===== src/rtl/serial_pattern_tx_pkg.sv =====
// serial_pattern_tx_pkg: frame state encoding and counter sizing shared with the detector FSMs
package serial_pattern_tx_pkg;
  typedef enum logic [1:0] {S_IDLE, S_PRE, S_DATA, S_GAP} frame_state_t;
  function automatic int cnt_w(input int pre_len, input int data_w, input int gap);
    int m;
    m = pre_len > data_w ? pre_len : data_w;
    m = gap > m ? gap : m;
    return $clog2(m + 1);
  endfunction
endpackage


===== src/rtl/serial_pattern_tx_counter.sv =====
// frame_bit_counter: loadable down-counter with look-ahead value and zero/one flags
module frame_bit_counter #(
  parameter int W = 4
) (
  input  logic         clk,
  input  logic         rst,
  input  logic         load,
  input  logic [W-1:0] load_val,
  input  logic         dec,
  output logic [W-1:0] cnt_next,
  output logic         zero,
  output logic         one
);
  logic [W-1:0] cnt;
  assign zero = cnt == '0;
  assign one = cnt == W'(1);
  assign cnt_next = load ? load_val : (dec && !zero) ? cnt - W'(1) : cnt;
  always_ff @(posedge clk)
    if (rst) cnt <= '0;
    else cnt <= cnt_next;
endmodule


===== src/rtl/serial_pattern_tx.sv =====
// serial_pattern_tx: sends a word as preamble + MSB-first payload + idle gap, one bit per clock
module serial_pattern_tx
  import serial_pattern_tx_pkg::*;
#(
  parameter int DATA_W = 8,
  parameter int PRE_LEN = 3,
  parameter logic [PRE_LEN-1:0] PREAMBLE = 3'b101,
  parameter int GAP_CYCLES = 2
) (
  input  logic              clk,
  input  logic              rst,
  input  logic              in_valid,
  input  logic [DATA_W-1:0] in_data,
  output logic              in_ready,
  output logic              dout,
  output logic              dout_valid,
  output logic              busy,
  output logic              done
);
  localparam int CNT_W = cnt_w(PRE_LEN, DATA_W, GAP_CYCLES);
  frame_state_t state, state_n;
  logic [DATA_W-1:0] sr, sr_n;
  logic [CNT_W-1:0] load_val, cnt_n;
  logic load, dec, c_zero, c_one;
  logic [PRE_LEN-1:0] pre_sh;
  frame_bit_counter #(.W(CNT_W)) u_cnt (
    .clk(clk), .rst(rst), .load(load), .load_val(load_val), .dec(dec),
    .cnt_next(cnt_n), .zero(c_zero), .one(c_one)
  );
  always_comb begin
    state_n = state;
    sr_n = sr;
    load = 1'b0;
    load_val = '0;
    dec = 1'b0;
    case (state)
      S_IDLE: if (in_valid && in_ready) begin
        state_n = S_PRE;
        sr_n = in_data;
        load = 1'b1;
        load_val = CNT_W'(PRE_LEN);
      end
      S_PRE: if (c_one) begin
        state_n = S_DATA;
        load = 1'b1;
        load_val = CNT_W'(DATA_W);
      end else dec = 1'b1;
      S_DATA: begin
        sr_n = sr << 1;
        if (c_one) begin
          state_n = GAP_CYCLES > 0 ? S_GAP : S_IDLE;
          load = 1'b1;
          load_val = CNT_W'(GAP_CYCLES);
        end else dec = 1'b1;
      end
      default: if (c_one || c_zero) begin
        state_n = S_IDLE;
        load = 1'b1;
      end else dec = 1'b1;
    endcase
  end
  // outputs are decoded from the upcoming state so they line up with the state just entered
  assign pre_sh = PREAMBLE >> (cnt_n - CNT_W'(1));
  always_ff @(posedge clk)
    if (rst) begin
      state <= S_IDLE;
      sr <= '0;
      in_ready <= 1'b1;
      dout <= 1'b0;
      dout_valid <= 1'b0;
      busy <= 1'b0;
      done <= 1'b0;
    end else begin
      state <= state_n;
      sr <= sr_n;
      in_ready <= state_n == S_IDLE;
      busy <= state_n != S_IDLE;
      dout_valid <= state_n == S_PRE || state_n == S_DATA;
      dout <= state_n == S_PRE ? pre_sh[0] : state_n == S_DATA ? sr_n[DATA_W-1] : 1'b0;
      done <= state_n == S_DATA && cnt_n == CNT_W'(1);
    end
endmodule


===== config.mk =====
export PLATFORM = sky130hd
export DESIGN_NAME = serial_pattern_tx
export DESIGN_NICKNAME = d
export VERILOG_FILES = /design/src/rtl/serial_pattern_tx_pkg.sv /design/src/rtl/serial_pattern_tx_counter.sv /design/src/rtl/serial_pattern_tx.sv
export SDC_FILE = /design/constraint.sdc
export NUM_CORES = 1
export LEC_CHECK = 0
export ABC_AREA = 0
export CORE_ASPECT_RATIO = 0.8
export CORE_MARGIN = 1.5
export CORE_UTILIZATION = 56
export CTS_BUF_LIST = sky130_fd_sc_hd__clkbuf_8
export DETAILED_ROUTE_END_ITERATION = 8
export GPL_TIMING_DRIVEN = 0
export PLACE_DENSITY = 0.84
export SETUP_SLACK_MARGIN = 0.15
export SLEW_MARGIN = 25
export SYNTH_ARGS = -nofsm -noshare
export SYNTH_HDL_FRONTEND = slang
export SYNTH_HIERARCHICAL = 1
export SYNTH_SLANG_ARGS = --single-unit

===== constraint.sdc =====
create_clock -name clk -period 3.7 [get_ports clk]
set_input_delay 0.74 -clock clk [delete_from_list [all_inputs] [get_ports clk]]
set_output_delay 0.74 -clock clk [all_outputs]
set_load 0.05 [all_outputs]

* Word-level counts from Yosys, hierarchy flattened
Cells that the tools add are included.
** Word-level totals
- Input bits :: 11
- Output and inout port bits :: 5
- Logic and storage cells :: 54
- Register bits after elaboration :: 19
** Operators by class
- Shifts and indexed selects :: 1
- Reductions and logical operators :: 13
- Add/subtract/negate cells :: 2
- Mux-type cells :: 22
- Eq/ne operators :: 7
** Operators by type and width (count)
- case mux 8 bit (2 select lines) :: 1
- two-way mux 2 bit :: 6
- two-way mux 4 bit :: 3
- case mux 4 bit (3 select lines) :: 1
- equality test 4 x 1 -> 1 bit, second input constant :: 2
- two-way mux 8 bit :: 1
- subtractor 4 x 1 -> 4 bit, second input constant :: 2
- two-way mux 1 bit :: 7
- case mux 2 bit (3 select lines) :: 1
- equality test 2 x 1 -> 1 bit, second input constant :: 2
- equality test 2 bit, second input constant :: 2
- zero test 2 bit :: 2
- zero test 4 bit :: 1
- case mux 1 bit (2 select lines) :: 2
- nonzero test 2 bit :: 2
- >> shifter 3 x 4 -> 1 bit, first input constant :: 1
- logical AND 1 bit :: 3
- logical OR 1 bit :: 2
- inequality test 2 bit, second input constant :: 1
- AND reduction 2 bit :: 1
- OR reduction 2 bit :: 1
- zero test 1 bit :: 1

* Depth between registers and ports, before layout
Gate-level depths: netlist (run 1).
- Depth in word-level cells :: 10
- Depth in mapped cells :: 13
- Gate-level depth less buffers :: 13

* Cells and area by module
The synthesis (run 1) kept the hierarchy.
** Modules (own cells, without submodules)
- serial_pattern_tx :: cells an instance 97, times used 1, area an instance 837.1 um2, sequential area each 300.3 um2
- frame_bit_counter :: cells an instance 37, times used 1, area an instance 299.0 um2, sequential area each 80.1 um2

* Worst setup path before layout (run 1)
No wires, ideal clock.
- Kind :: register to register
- Start :: register u_cnt.cnt[0]
- End :: register done
- Clock period less this slack :: 2741 ps
- Path buffers :: 0
- Data required time :: 3620 ps
- Library setup time :: 80 ps
- Arrival :: 2661 ps
- Cell stages (with the launch flop) :: 12
- Setup slack :: 959 ps
- Path through :: dfxtp_1 inv_1 ha_1 or3b_4 inv_1 nand2b_1 a21oi_1 nor4b_1 mux2i_1 a21oi_1 or4b_4 nor3b_1
** Between the ends
- Word-level cells in the longest chain between the ends :: 9
- Elaborated cells on any way between the ends :: 24
- Classes of those cells :: 1 x add/sub; 3 x eq/ne; 15 x mux; 5 x reduce/logical
** Ends and longest elaborated chain
- start, declared :: line serial_pattern_tx_counter.sv:14 : logic [W-1:0] cnt;
- start signal, assigned :: line serial_pattern_tx_counter.sv:20 : else cnt <= cnt_next;
- zero test 4 bit :: line serial_pattern_tx_counter.sv:15 : assign zero = cnt == '0;
- via c_zero :: line serial_pattern_tx.sv:24 : logic load, dec, c_zero, c_one;
- logical OR 1 bit :: line serial_pattern_tx.sv:56 : default: if (c_one || c_zero) begin
- two-way mux 1 bit :: line serial_pattern_tx.sv:56
- case mux 1 bit (2 select lines) :: line serial_pattern_tx.sv:36 : case (state)
- via dec :: line serial_pattern_tx.sv:24
- logical AND 1 bit :: line serial_pattern_tx_counter.sv:17 : assign cnt_next = load ? load_val : (dec && !zero) ? cnt - W'(1) : cnt;
- two-way mux 4 bit (2 in series) :: line serial_pattern_tx_counter.sv:17
- via cnt_n[3] :: line serial_pattern_tx.sv:23 : logic [CNT_W-1:0] load_val, cnt_n;
- equality test 4 x 1 -> 1 bit :: line serial_pattern_tx.sv:80 : done <= state_n == S_DATA && cnt_n == CNT_W'(1);
- logical AND 1 bit :: line serial_pattern_tx.sv:80
- end signal, assigned :: line serial_pattern_tx.sv:72 : done <= 1'b0;
- end signal, assigned :: line serial_pattern_tx.sv:80
- end, declared :: line serial_pattern_tx.sv:18 : output logic done
The timed path passes the listed nets, and every way through them passes these cells.
A chain may end at the register's enable or synchronous reset.

* Worst setup path after layout (run 1)
Ends and elaborated chain as after synthesis.

==> results of run 1 <==
synth_stat cells:
cell	number
nand3_1	5
a211o_1	1
inv_1	13
or2_1	1
buf_6	1
a211o_2	1
o21a_1	1
nor2_8	1
nor4b_1	1
dfxtp_1	19
o21ai_2	1
nor2_2	1
or4b_4	1
a221oi_2	1
nor2_1	16
buf_1	1
mux2i_1	1
a211oi_1	8
nand2_1	9
conb_1	1
a31oi_1	3
a311oi_2	1
a21o_1	1
o32a_1	1
a21oi_1	14
ha_1	10
buf_4	2
or3b_4	1
nand4_1	1
o21ai_0	6
nand2b_1	3
o311a_2	1
a31o_2	1
or2_2	1
nor3b_1	3
nand3_4	1
registers in the layout, summed over array words and instances (netlist names):
name and flops:
u_cnt/cnt 4, sr 8, state 2, in_ready 1, busy 1, dout 1, done 1, dout_valid 1
metal layers:
layer	global-route usage	vias up
li1	-	508
met3	0.0739	4
met4	0.0667	0
met5	0	-
met2	0.388	34
met1	0.353	461
critical path: stages, from the launching register on:
cell	delay (ps)
dfxtp_1	370
inv_1	100
ha_1	230
or3b_4	270
inv_1	50
nand2b_1	160
a21oi_1	390
nor4b_1	420
mux2i_1	290
a21oi_1	100
or4b_4	520
nor3b_1	200
layout make-up:
cell class | count | area share
buffer | 4 | 0.0220
multi-input combinational | 98 | 0.497
inverter | 13 | 0.0358
timing repair buffer | 15 | 0.110
sequential | 19 | 0.279
clock inverter | 1 | 0.00367
clock buffer | 3 | 0.0303
tap | 24 | 0.0220
cells by family after synthesis:
group	after synthesis	share of synthesized area
adders and majority gates	10	0.110
AOI/OAI and AO/OA	41	0.248
buffers and inverters	17	0.0694
muxes	1	0.00881
other	1	0.00330
and+or+nand+nor	45	0.226
DFF	19	0.335
power by group:
| group | total, W | leakage (nW) | switching, W | internal, W |
|---|---|---|---|---|
| logic | 0.000707 | 0.365 | 0.000421 | 0.000286 |
| registers | 0.000331 | 0.156 | 0.0000528 | 0.000278 |
| clock network | 0.000148 | 0.0255 | 0.0000726 | 0.0000750 |
| total | 0.00119 | 0.547 | 0.000547 | 0.000639 |
per-stage QoR:
stage	utilization	cell area, sq um	instances
finish	0.720	1360	177
global route	0.720	1360	177
CTS	0.720	1360	177
detailed placement	0.696	1320	173
global placement	0.696	1320	173
floorplan	-	1140	134
worst min path at each step:
stage,depth (start not counted),endpoint,start
after detailed placement,2,sr[0],sr[0]
final,2,sr[0],sr[0]
after global placement,2,sr[0],sr[0]
after floorplan,2,sr[0],sr[0]
after CTS,2,sr[0],sr[0]
after global routing,2,sr[0],sr[0]
==> metrics, run 1 <==
status completed; Post-CTS Hold Fix Bufs 0; startpoint types flop; first-pass GRT wire length 4220 um; reg-to-reg startpoint u_cnt/cnt[0]; fillers 138; CTS HTree Levels 1; crit path to done; PwrDens between 800 and 900 mW/mm^2; Synth warnings 6; Yosys reg bits 19; post-CTS sizing 0; die area 0.00231 sq mm; Reg2Reg Depth 11; Post-Syn Nets 155; Max Used Layer met4; Final min period 3170 ps; fin nets 175; Max-Cap Viols 0; footprint of the multi-input gates slightly below 700 sq um; post-synth top area cell dfxtp_1; most common cell after layout, fill and taps aside dfxtp_1; post-route setup slack between 500 and 600 ps; post-place setup slack 570 ps; CTS tree yes; Pins Over Slew Limit 0; Synth Cell Area 0.00114 sq mm; sequential area share after synthesis 0.335; GRT Total Usage 0.256; met1 WL ~1200 um; HP Class flop to flop; Congestion Overflow GR 0; diode count 0; vias in the first global route 946; CTS buffer count 3; post-route clock period utilization 0.855; Max-slew headroom 0.351; vias per cell 5.69; Initial Utilization 0.601; CP endpoint kind flop; CP startpoint u_cnt/cnt[0]; Buffers on Ports 15; DR iter-0 viols 36; Slew @ Worst Pin 971 ps; DR WL met3 160 um; total power ~0.0012 W; CP max FO 6; FMAX 316 MHz; Clock Skew 2.66 ps; overall die width 53.4 um; Synth Area per Inst 8.48 sq um; Boundary Pins 16; CORE AREA between 0.0015 and 0.002 sq mm; final setup violation count 0; Placer Congestion 0.850; Reg area 380 sq um; Worst Path Required 3880 ps; Gate Count Post-Synth 134; synth unique cells 36; Worst Path Arrival 3350 ps; FP Rows 14; top cell type's share of synthesized area 0.335; Leak 0.547 nW; largest buffer count on any clock path 2; CTS Root Cell clkbuf_8; wire length per cell 14.2 um; worst hold slack 506 ps; HPWL after detailed placement ~1900 um; final wirelength 2520 um; drt pass-1 iters 4; Die Span Y 43.3 um; pin count of the biggest net entering global routing 12; layout cells sized above 1 0.124; setup_tns 0 ps; initial antenna violation count 0; vias 1007; RSZ-0062 raised after global routing false; commonest non-fill, non-tap cells in the layout dfxtp_1 (19), nor2_1 (16), clkdlybuf4s50_1 (15); Post-route DRC 0; setup slack, reg-to-reg 530 ps; r2r endpoint done; CP Class flop to flop; setup bufs post-CTS 0; synth-to-layout area growth 19.9%; clk_lat worst skew 260 ps; hold violation total from the final report 0; remaining antenna violation count after routing 0; Synth area leaders dfxtp_1 (33%), ha_1 (11%), a21oi_1 (6.2%); met2 wire len 1180 um; worst vdd ir 499 uV; clock-pin slew on the worst setup and hold paths about 70 ps; CTS sink cnt 19
No activity file was read; power rests on OpenSTA's default activity.
==> run 2: changes to the inputs <==
Settings changed: CORE_MARGIN 1.5 to 2.
==> run 2 against run 1 <==
  * Clock skew rose by 1.1 ps
  * Setup slack gained 45 ps
  * Clock power barely moved
  * First-iteration DRC count decreased by 36%
  * Non-clock buffer count stayed put
  * Hold slack lost 20 ps
  * Via count grew 1.2%
  * Register-to-register slack improved by 40 ps
  * Critical path type unchanged
  * Largest cell class unchanged
==> metrics, run 2 (synthesis results as in run 1) <==
clock-pin slew on the worst setup and hold paths 70 ps (about the same); fin area 0.00136 sq mm (unchanged); Clk network pwr share 0.124 (about the same); Seq pwr share 0.281 (+0.002); Max-Cap Viols 0 (unchanged); CP endpoint kind flop; drt pass-1 iters 4 (unchanged); layout cells sized above 1 0.124 (unchanged); CP max FO 6 (unchanged); Pins Over Slew Limit 0 (unchanged); wire length per cell 14.0 um (-1.7%); Initial Utilization 0.601 (unchanged); post-route clock period utilization 0.843 (-0.0121); Worst Path Required 3910 ps (+30 ps); die area 0.00241 sq mm (+4.2%); max reg flops 8 (unchanged); remaining antenna violation count after routing 0 (unchanged); synth-to-layout area growth 19.9% (unchanged); Worst Hold Depth 2 (unchanged); CTS tree yes; post-CTS sizing 0 (unchanged); Largest regs sr x8, u_cnt/cnt x4, state x2; Congestion Overflow GR 0 (unchanged); diode count 0 (unchanged); Final min period 3120 ps (-44.9 ps); Worst path max stage delay 520 ps (about the same); fin nets 175 (unchanged); status completed; HPWL after detailed placement 1900 um (-1.4%); vias in the first global route 938 (-0.85%); Most flops, register sr; DR iter-0 viols 23 (-36%); final setup violation count 0 (unchanged); Die Span Y 44.3 um (+2.3%); HP Class flop to flop; vias per cell 5.76 (+1.2%); CTS sink cnt 19 (unchanged); vias 1019 (+1.2%); final wirelength 2470 um (-1.7%); Reg2Reg Depth 12 (+1); Clock Skew 3.81 ps (+1.14 ps); PwrDens 863 mW/mm^2 (-0.78%); Slew @ Worst Pin 817 ps (-154 ps); Leak 0.547 nW (unchanged); initial antenna violation count 0 (unchanged); Boundary Pins 16 (unchanged); Worst Path Arrival 3330 ps (-20 ps); Buffers on Ports 15 (unchanged); worst vdd ir 489 uV (-1.9%); most common cell after layout, fill and taps aside dfxtp_1; fillers 154 (+12%); Max-slew headroom 0.454 (+0.103); Switch Pwr 0.000538 W (-1.6%); logic gate share of total power 0.595 (-0.002); first-pass GRT wire length 4130 um (-1.9%); CTS HTree Levels 1 (unchanged); worst path cell trace inv_1 > ha_1 > or3b_4 > inv_1 > nand2b_1 > a21oi_1 > nor4b_1 > mux2i_1 > a21oi_1 > or4b_4 > nor2_1 > a31o_2; largest buffer count on any clock path 2 (unchanged); overall die width 54.4 um (+1.9%); Post-route DRC 0 (unchanged); FMAX 320 MHz (+1.4%); Internal 0.000638 W (about the same); RSZ-0062 raised after global routing false; pin count of the biggest net entering global routing 12 (unchanged); setup_tns 0 ps (unchanged); Area after DPL 0.00132 sq mm (unchanged); CP Class flop to flop; FP Rows 14 (unchanged); setup bufs post-CTS 0 (unchanged); CTS Root Cell clkbuf_8; switching power share of the total 0.457 (-0.00388); GRT Total Usage 0.242 (-0.0135); CTS buffer count 3 (unchanged); Placer Congestion 0.842 (-0.93%); CORE AREA 0.00189 sq mm (unchanged); commonest non-fill, non-tap cells in the layout dfxtp_1 (19), nor2_1 (16), clkdlybuf4s50_1 (15); total power 0.00118 W (-0.78%); startpoint types flop; slowest stage cell on the critical path or4b_4; hold violation total from the final report 0 (unchanged); clk_lat worst skew 260 ps (about the same); Post-CTS Hold Fix Bufs 0 (unchanged)
==> run 2: cell counts in the layout (fill, tap and decap cells not counted) <==
No cell type changed its count.
==> run 2: stage by stage <==
step | utilization | std cells | setup slack [ps] | hold slack, ps
after global placement | 0.696 | 173 | 636 | 467
after detailed placement | 0.696 | 173 | 585 | 468
after global routing | 0.720 | 177 | 400 | 507
final | 0.720 | 177 | 580 | 486
after floorplan | - | 134 | 959 | 448
after CTS | 0.720 | 177 | 595 | 481
==> run 2: power by group through the flow <==
| stage | sequential, W | combinational, W | clock (W) |
|---|---|---|---|
| after global routing | 0.000339 | 0.000780 | 0.000156 |
| after detailed placement | 0.000333 | 0.000693 | 0 |
| after floorplan | 0.000386 | 0.000480 | 0 |
| final | 0.000330 | 0.000700 | 0.000146 |
| after global placement | 0.000328 | 0.000666 | 0 |
| after CTS | 0.000329 | 0.000697 | 0.000151 |
==> run 2: worst max-delay path: cells and delay by family (launching register included) <==
kind | cells | cell delay (ps)
flops | 1 | 370
buf+inv | 2 | 160
fa+ha+maj | 1 | 240
simple gates | 5 | 1460
mux | 1 | 280
compound gates | 3 | 570
==> run 2: worst paths after layout <==
check | startpoint | to | slack [ps]
worst max-delay path | u_cnt/cnt[0] | dout | 580
worst min-delay path | sr[0] | sr[0] | 490
worst max register to register | u_cnt/cnt[0] | dout | 580
worst min register to register | sr[0] | sr[0] | 490
==> run 2: metal layers <==
| metal | up-vias | share of wire | track usage |
|---|---|---|---|
| met5 | - | 0 | 0 |
| met4 | 0 | 0.0049 | 0.0450 |
| met3 | 2 | 0.045 | 0.0608 |
| met2 | 22 | 0.46 | 0.400 |
| met1 | 487 | 0.49 | 0.323 |
| li1 | 508 | - | - |
==> run 2: final cells by class <==
type	count	area, sq um	area share
well taps	24	30.0	0.0220
repair buffers	15	150	0.110
multi-input cells	98	677	0.497
plain buffers	4	30.0	0.0220
clock buffers	3	41.3	0.0303
clock inverters	1	5.00	0.00367
inverters	13	48.8	0.0358
flip-flops and latches	19	380	0.279
